$ cat src/rtl/id_ex_stage.sv
// ID/EX pipeline register: stall/flush control, load-use hazard detection and MEM/WB operand forwarding.
// Build option: define FORWARDING_EN for forwarding; without it the stage interlocks on EX/MEM producers instead.
module id_ex_stage #(
   parameter int DATA_WIDTH     = 32,
   parameter int REG_ADDR_WIDTH = 5
) (
   input  logic                      CLK,
   input  logic                      RESET,
   input  logic                      STALL,
   input  logic                      FLUSH,
   input  logic                      ID_VALID,
   input  logic [DATA_WIDTH-1:0]     ID_PC,
   input  logic [DATA_WIDTH-1:0]     ID_DATA1,
   input  logic [DATA_WIDTH-1:0]     ID_DATA2,
   input  logic [DATA_WIDTH-1:0]     ID_IMM,
   input  logic [REG_ADDR_WIDTH-1:0] ID_RS1,
   input  logic [REG_ADDR_WIDTH-1:0] ID_RS2,
   input  logic [REG_ADDR_WIDTH-1:0] ID_RD,
   input  logic [4:0]                ID_ALU_SELECT,
   input  logic                      ID_OP1_SEL,
   input  logic                      ID_OP2_SEL,
   input  logic                      ID_REG_WRITE,
   input  logic                      ID_MEM_READ,
   input  logic                      ID_MEM_WRITE,
   input  logic [REG_ADDR_WIDTH-1:0] MEM_RD,
   input  logic                      MEM_REG_WRITE,
   input  logic [DATA_WIDTH-1:0]     MEM_RESULT,
   input  logic [REG_ADDR_WIDTH-1:0] WB_RD,
   input  logic                      WB_REG_WRITE,
   input  logic [DATA_WIDTH-1:0]     WB_RESULT,
   output logic [DATA_WIDTH-1:0]     EX_DATA1,
   output logic [DATA_WIDTH-1:0]     EX_DATA2,
   output logic [4:0]                EX_SELECT,
   output logic [DATA_WIDTH-1:0]     EX_STORE_DATA,
   output logic [REG_ADDR_WIDTH-1:0] EX_RD,
   output logic                      EX_REG_WRITE,
   output logic                      EX_MEM_READ,
   output logic                      EX_MEM_WRITE,
   output logic                      EX_VALID,
   output logic                      LOAD_USE_STALL
);
   // ALU opcode that passes DATA1 through unchanged; used for bubbles
   localparam logic [4:0] ALU_FORWARD = 5'd31;

   typedef struct packed {
      logic                      valid;
      logic [DATA_WIDTH-1:0]     pc;
      logic [DATA_WIDTH-1:0]     rs1_val;
      logic [DATA_WIDTH-1:0]     rs2_val;
      logic [DATA_WIDTH-1:0]     imm;
      logic [REG_ADDR_WIDTH-1:0] rs1;
      logic [REG_ADDR_WIDTH-1:0] rs2;
      logic [REG_ADDR_WIDTH-1:0] rd;
      logic [4:0]                alu_sel;
      logic                      op1_sel;
      logic                      op2_sel;
      logic                      reg_write;
      logic                      mem_read;
      logic                      mem_write;
   } stage_t;

   function automatic stage_t bubble();
      stage_t b;
      b = '0;
      b.alu_sel = ALU_FORWARD;
      return b;
   endfunction

   stage_t                stage_d, stage_q;
   logic                  hazard;
   logic [DATA_WIDTH-1:0] fwd_rs1, fwd_rs2;

`ifdef FORWARDING_EN
   // Only a load in EX cannot be forwarded in time; everything else comes from MEM/WB
   assign hazard = stage_q.valid & stage_q.mem_read & (stage_q.rd != '0) & ID_VALID &
                   ((ID_RS1 == stage_q.rd) | (ID_RS2 == stage_q.rd));

   always_comb begin
      fwd_rs1 = stage_q.rs1_val;
      if ((stage_q.rs1 != '0) && MEM_REG_WRITE && (stage_q.rs1 == MEM_RD))
         fwd_rs1 = MEM_RESULT;
      else if ((stage_q.rs1 != '0) && WB_REG_WRITE && (stage_q.rs1 == WB_RD))
         fwd_rs1 = WB_RESULT;

      fwd_rs2 = stage_q.rs2_val;
      if ((stage_q.rs2 != '0) && MEM_REG_WRITE && (stage_q.rs2 == MEM_RD))
         fwd_rs2 = MEM_RESULT;
      else if ((stage_q.rs2 != '0) && WB_REG_WRITE && (stage_q.rs2 == WB_RD))
         fwd_rs2 = WB_RESULT;
   end
`else
   function automatic logic src_hit(input logic [REG_ADDR_WIDTH-1:0] src,
                                    input logic [REG_ADDR_WIDTH-1:0] ex_rd,
                                    input logic                      ex_wr,
                                    input logic [REG_ADDR_WIDTH-1:0] mem_rd,
                                    input logic                      mem_wr);
      return (src != '0) & ((ex_wr & (src == ex_rd)) | (mem_wr & (src == mem_rd)));
   endfunction

   // Without forwarding, any producer still in EX or MEM blocks the reader in ID
   assign hazard = ID_VALID &
      (src_hit(ID_RS1, stage_q.rd, stage_q.valid & stage_q.reg_write, MEM_RD, MEM_REG_WRITE) |
       src_hit(ID_RS2, stage_q.rd, stage_q.valid & stage_q.reg_write, MEM_RD, MEM_REG_WRITE));

   assign fwd_rs1 = stage_q.rs1_val;
   assign fwd_rs2 = stage_q.rs2_val;

   logic unused_fwd_inputs;
   assign unused_fwd_inputs = ^{WB_RD, WB_REG_WRITE, WB_RESULT, MEM_RESULT, stage_q.rs1, stage_q.rs2};
`endif

   assign LOAD_USE_STALL = hazard & ~FLUSH & RESET;

   always_comb begin
      stage_d = stage_q;
      if (FLUSH) begin
         stage_d = bubble();
      end else if (!STALL) begin
         if (LOAD_USE_STALL) begin
            stage_d = bubble();
         end else begin
            stage_d.valid     = ID_VALID;
            stage_d.pc        = ID_PC;
            stage_d.rs1_val   = ID_DATA1;
            stage_d.rs2_val   = ID_DATA2;
            stage_d.imm       = ID_IMM;
            stage_d.rs1       = ID_RS1;
            stage_d.rs2       = ID_RS2;
            stage_d.rd        = ID_RD;
            stage_d.alu_sel   = ID_ALU_SELECT;
            stage_d.op1_sel   = ID_OP1_SEL;
            stage_d.op2_sel   = ID_OP2_SEL;
            stage_d.reg_write = ID_REG_WRITE;
            stage_d.mem_read  = ID_MEM_READ;
            stage_d.mem_write = ID_MEM_WRITE;
         end
      end
   end

   always_ff @(posedge CLK or negedge RESET) begin
      if (!RESET) stage_q <= bubble();
      else        stage_q <= stage_d;
   end

   assign EX_DATA1      = stage_q.op1_sel ? stage_q.pc : fwd_rs1;
   assign EX_DATA2      = stage_q.op2_sel ? stage_q.imm : fwd_rs2;
   assign EX_STORE_DATA = fwd_rs2;
   assign EX_SELECT     = stage_q.alu_sel;
   assign EX_RD         = stage_q.rd;
   assign EX_VALID      = stage_q.valid;
   assign EX_REG_WRITE  = stage_q.reg_write & stage_q.valid;
   assign EX_MEM_READ   = stage_q.mem_read & stage_q.valid;
   assign EX_MEM_WRITE  = stage_q.mem_write & stage_q.valid;
endmodule

$ cat config.mk
export PLATFORM = sky130hd
export DESIGN_NAME = id_ex_stage
export DESIGN_NICKNAME = d
export VERILOG_FILES = /design/src/rtl/id_ex_stage.sv
export SDC_FILE = /design/constraint.sdc
export NUM_CORES = 1
export LEC_CHECK = 0
export ABC_AREA = 1
export BUFFER_PORTS_ARGS = -buffer_cell sky130_fd_sc_hd__buf_2
export CAP_MARGIN = 20
export CORE_AREA = 2 2 134 136
export DETAILED_ROUTE_END_ITERATION = 12
export DIE_AREA = 0 0 136 138
export PLACE_DENSITY_LB_ADDON = 0.12
export SYNTH_ARGS = -nofsm -noshare
export SYNTH_HDL_FRONTEND = slang
export SYNTH_SLANG_ARGS = --single-unit
$ cat constraint.sdc
create_clock -name CLK -period 2.9 [get_ports CLK]
set_input_delay 0.435 -clock CLK [delete_from_list [all_inputs] [get_ports CLK]]
set_output_delay 0.435 -clock CLK [all_outputs]
set_load 0.01 [all_outputs]
==> metrics.yaml, run 1 <==
mostFrequentLayoutCell: "nand2_1"
hpwl_um: 12900
worst_ep_required_time_ns: 2.47
cts-buffers-inserted: 17
fin_crit_ns: 2.31
path_clk_slew_ns: 0.06
synthToLayoutAreaGrowth_pct: 26.1
crit_type: "reg -> out"
p_clk_share_pct: 43.9
io_buffer_count: 274
gr-usage-all-layers_pct: 21.1
p_total_uw: 5090
cts_hold_buf: 0
die_height_um: 138
outcome: "complete, no violations"
maxCapViolCount: 0
grt_overflow: 0
power.share.switching_pct: 25.5
postSynthAreaPerCell_sq_um: 8.42
finalWirelength_um: 19600
grt_pass1_vias: 5946
cp-start-kind: "register"
seqPwrFrac_pct: 43.2
layout-drive-gt1-share_pct: 37.0
ff2ff_setup_slack_ns: 1.09
fp.dieW_um: 136
worstReg2RegStart: "EX_VALID"
critPathCaptureType: "primary output"
synth_nets: 1087
setup_slack_ns: 0.587
path_max_fanout: 22
setup_tns_ns: 0
post_drt_wl_per_cell_um: 15.0
final-setup-viol-count: 0
core_area_sq_um: 17500
final_area_sq_um: 9050
syn_area_sq_um: 7180
io_pins: 345
antenna_found_initial: 4
nNetsFinal: 1296
p_leak_uw: 0.00530
ys_seq_elements: 144
clock.fmax_mhz: 432
ys_warn_count: 0
cp.arrival_ns: 1.88
place_ws_ns: 0.863
gp_congestion: 0.843
internal_power_uw: 3790
syn_inst: 853
worstMarginPinSlew_ns: 0.870
ant_nets: 0
hold_class: "in -> async"
r2r-end: "stage_q[3]"
cts_tree: "done"
synth_cell_types: 16
reg2regPathDepth: 12
ir_worst_vdd_mv: 0.405
power_frac_comb_pct: 12.9
fin_crit_sh_pct: 79.8
p_per_area_nw_per_um2: 562
viasPerCell: 4.74
grt_pass1_wl_um: 31200
path_cells: "buf_12, mux2_2, buf_2"
clock_sinks: 144
cts.htree.levels: 4
dieArea_sq_um: 18800
rsz0062_at_grt: "false"
vias: 6191
start_util_pct: 40.9
layout_common_cells: "nand2_1 (343), buf_2 (273), nand3_1 (146)"
slew_headroom_pct: 42.0
cts_setup_buffers: 0
finalClockSkew_ns: 0.00908
clk_latency_ns: 0.42
root_buffer: "clkbuf_16"
dpl-instance-area_sq_um: 8440
grt_max_degree: 145
dr.pass1.iters: 4
slowest_delay_ns: 0.70
ys_seq_area_share_pct: 50.3
post_cts_resized: 0
drc: 0
hold_violations: 0
crit_slowest_cell: "dfrtp_1"
cts_buffer_depth: 2
rows: 49
p_switching_uw: 1300
finalMaxSlewViolations: 0
drt_iter0_markers: 367
-- routing by layer --
metal	global-route usage, %	part of all wire (%)
met1	28.0	44
met4	7.13	1.7
met5	0	0
met3	6.38	7.2
met2	32.8	47
-- cells by family (layout without fill, tap and decap cells) --
kind of cell	Yosys count	in the layout	share of synthesized area (%)
muxes	64	64	10.0
and+or+nand+nor	519	519	29.8
buffers and inverters	121	342	9.48
DFF	144	144	50.3
other	0	3	0
AOI/OAI and AO/OA	5	5	0.349
-- critical path, delay by kind of cell, from the launching register on --
family | cells | cell delay [ns]
buffers and inverters | 2 | 0.40
DFF | 1 | 0.70
muxes | 1 | 0.36
-- metrics by stage --
stage                     utilization, %  cells  hold WS [ns]
after floorplan                        -    853         0.139
after global placement              48.2   1272         0.459
after detailed placement            48.2   1272         0.461
after CTS                           51.6   1303         0.189
after global routing                51.6   1306         0.219
final                               51.6   1306        0.0768
-- flip-flops by register name, indices dropped and copies added, names as in the netlist --
| signal | flops |
|---|---|
| EX_SELECT | 5 |
| fwd_rs1 | 32 |
| stage_q | 69 |
| EX_STORE_DATA | 32 |
| EX_VALID | 1 |
| EX_RD | 5 |
-- worst max-delay path by stage --
stage | start | endpoint | slack, ns | cells after the start
after CTS | EX_VALID | LOAD_USE_STALL | 0.54 | 11
after floorplan | EX_VALID | LOAD_USE_STALL | 1.18 | 11
final | stage_q[4] | EX_DATA1[14] | 0.59 | 3
after global placement | ID_RS1[4] | LOAD_USE_STALL | 0.88 | 12
after global routing | EX_VALID | LOAD_USE_STALL | 0.39 | 11
after detailed placement | ID_RS1[4] | LOAD_USE_STALL | 0.86 | 12
-- power groups by stage --
stage                     Combinational, uW  Clock [uW]  Sequential [uW]
final                                   659        2230             2200
after global routing                    737        2390             2210
after CTS                               670        2280             2200
after detailed placement                667           0             2230
after global placement                  665           0             2230
after floorplan                         390           0             2210
-- synth_stat cells --
master / count / area [sq um]
inv_2: 9 / 33.8
buf_4: 42 / 315
mux2_2: 64 / 721
clkbuf_1: 26 / 97.6
dfstp_2: 5 / 131
buf_2: 19 / 95.1
nor3_1: 7 / 35.0
dfrtp_1: 139 / 3480
inv_1: 17 / 63.8
nand2_1: 343 / 1290
nand2_2: 1 / 6.26
buf_6: 6 / 67.6
a21oi_1: 5 / 25.0
nor2_1: 22 / 82.6
nand3_1: 146 / 731
buf_1: 2 / 7.51
-- layout make-up --
cell class	count	area, sq um
inverter	26	100
timing repair buffer	285	1550
antenna	3	7.51
sequential	144	3610
multi-input combinational	588	2900
tap	229	287
clock buffer	18	439
fill	1758	8480
clock inverter	13	164
No activity file was read; power rests on OpenSTA's default activity.
==> inputs of run 2 (changes only) <==
Settings changed: CORE_AREA 2 2 134 136 to unset, CORE_UTILIZATION set to 42, DIE_AREA 0 0 136 138 to unset.
Clock period 2.9 ns to 1.98 ns, I/O delays scaled along.
==> run 2 against run 1 <==
The run now ends with hold timing left. Power rose by 41%. Final cell count up 0.23%. Clock skew fell by 0.0017 ns. Critical endpoint is now LOAD_USE_STALL. Largest cell class unchanged. Largest power group is now registers. Highest routed layer unchanged.
==> metrics.yaml, run 2 (synthesis gave the netlist of run 1 again) <==
nNetsFinal: 1306  # +0.77%
rsz0062_at_grt: "true"
dpl-instance-area_sq_um: 8510  # +0.81%
final_util_pct: 55.1  # +3.4 points
slew_headroom_pct: 40.5  # -1.5 points
core_area_sq_um: 16600  # -5.1%
setup_slack_ns: 0.104  # -0.483 ns
io_buffer_count: 274  # unchanged
gp_congestion: 0.857  # +1.7%
layout_common_cells: "nand2_1 (340), buf_2 (272), nand3_1 (146)"
startpoint: "EX_RD[3]"
cts_hold_buf: 0  # unchanged
crit_type: "reg -> out"
worstMarginPinSlew_ns: 0.892  # +0.0224 ns
finalMaxSlewViolations: 0  # unchanged
viasPerCell: 4.82  # +1.8%
path_cells: "nand2_1, nand2_1, nor2_1, nand3_1, nand2_1, nand2_1, nand2_2, nand2_4, inv_2, buf_6"
outcome: "complete, but fails checks"
grt_overflow: 0  # unchanged
fin_crit_ns: 1.88
antenna_found_initial: 4  # unchanged
vias: 6314  # +2.0%
cts-buffers-inserted: 17  # unchanged
root_buffer: "clkbuf_16"
hpwl_um: 12600  # -2.1%
p_per_area_nw_per_um2: 783  # +39%
hold_violations: 27  # +27
worstReg2RegStart: "EX_RD[3]"
clock.fmax_mhz: 533
failed_checks: "hold timing"
gr-usage-all-layers_pct: 22.2  # +1.1 points
place_ws_ns: 0.215  # -0.648 ns
hold_class: "in -> async"
slowest_delay_ns: 0.44  # -0.26 ns
fin_crit_sh_pct: 94.8
dieArea_sq_um: 17600  # -6.1%
critPathMostFrequentCell: "nand2_1"
critPathCaptureType: "primary output"
reg2regPathDepth: 13  # +1
ant_nets: 0  # unchanged
mostFrequentLayoutCell: "nand2_1"
fp.dieW_um: 133  # -2.4%
cts_tree: "done"
grt_max_degree: 145  # unchanged
die_height_um: 133  # -3.8%
largest_register_ffs: 69  # unchanged
p_leak_uw: 0.00535  # +0.90%
start_util_pct: 43.1  # +2.2 points
final-setup-viol-count: 0  # unchanged
path_max_fanout: 5  # -77%
cts_buffer_depth: 2  # unchanged
cts.htree.levels: 4  # unchanged
crit_slowest_cell: "dfrtp_2"
layout-drive-gt1-share_pct: 38.2  # +1.3 points
grt_pass1_vias: 6056  # +1.8%
rows: 47  # -4.1%
fin_hold_ws_ns: -0.0668  # -0.144 ns
dr.pass1.iters: 4  # unchanged
drt_iter0_markers: 296  # -19%
io_pins: 345  # unchanged
grt_pass1_wl_um: 30700  # -1.7%
finalWirelength_um: 19200  # -1.8%
cp.arrival_ns: 1.58  # -0.30 ns
ir_worst_vdd_mv: 0.585  # +44%
r2r-end: "stage_q[135]"
clock_sinks: 144  # unchanged
maxCapViolCount: 0  # unchanged
post_drt_wl_per_cell_um: 14.7  # -2.1%
worstSetupEndpoint: "LOAD_USE_STALL"
worst_ep_required_time_ns: 1.68  # -0.79 ns
synthToLayoutAreaGrowth_pct: 27.6
final_area_sq_um: 9160  # +1.2%
regMostFlops: "stage_q"
path_clk_slew_ns: 0.06  # about the same
clk_latency_ns: 0.43  # about the same
drc: 0  # unchanged
ff2ff_setup_slack_ns: 0.21  # -0.88 ns
cp-start-kind: "register"
finalClockSkew_ns: 0.00739  # -0.00169 ns
==> run 2: cell count changes in the layout (fill, tap and decap cells not counted), sizes merged <==
cell | previous run | this run
clkinvlp | 5 | 6
inv | 27 | 29
buf | 285 | 294
bufinv | 3 | 0
clkinv | 4 | 5
clkbuf | 18 | 19
diode | 3 | 4
==> run 2: critical path: cells and delay by family, from the launching register on <==
family | cells | cell delay, ns
buffers and inverters | 2 | 0.14
DFF | 1 | 0.44
and+or+nand+nor | 8 | 0.59
==> run 2: report_power, final <==
part	internal [uW]	total [uW]	switching [uW]
combinational	456	1000	545
sequential	3110	3210	99.6
clock	1640	2950	1310
total	5210	7170	1960
==> run 2: area by class of cell <==
cell class	count	area, sq um
fill	1603	7480
sequential	144	3610
multi-input combinational	588	2910
timing repair buffer	295	1710
clock buffer	18	439
tap	220	275
clock inverter	14	108
inverter	26	100
antenna	4	10.0
==> run 2: worst min-delay path by stage <==
stage | from | endpoint | cells after the start
after floorplan | RESET | EX_RD[0] | 0
after global placement | fwd_rs1[17] | fwd_rs1[17] | 2
after detailed placement | stage_q[143] | stage_q[143] | 2
after CTS | RESET | stage_q[147] | 2
after global routing | RESET | EX_RD[4] | 2
final | RESET | stage_q[149] | 2
==> run 2: through the flow <==
| stage | TNS [ns] | power, uW | cells | hold slack (ns) |
|---|---|---|---|---|
| 3_3_place_gp | 0 | 4260 | 1267 | 0.458 |
| 6_report | 0 | 7170 | 1309 | -0.0668 |
| 4_1_cts | 0 | 7240 | 1304 | 0.0537 |
| 2_1_floorplan | 0 | 3810 | 853 | 0.00141 |
| 5_1_grt | -0.0167 | 7520 | 1308 | 0.0556 |
| 3_5_place_dp | 0 | 4270 | 1267 | 0.460 |
==> run 2: repair_timing <==
action | 4_1_cts | 5_1_grt
buffers inserted | 5 | 0
gates resized for setup | 1 | 9
setup endpoints to repair | 1 | 49
pin swaps | 1 | 4
cloned | 0 | 1
==> run 2: layer usage <==
metal	up-vias	global-route usage (%)	routed length [um]
met5	-	0	0
met4	0	8.24	403
met3	30	7.66	1270
met2	195	34.2	8770
met1	2944	28.8	8760
li1	3145	-	-
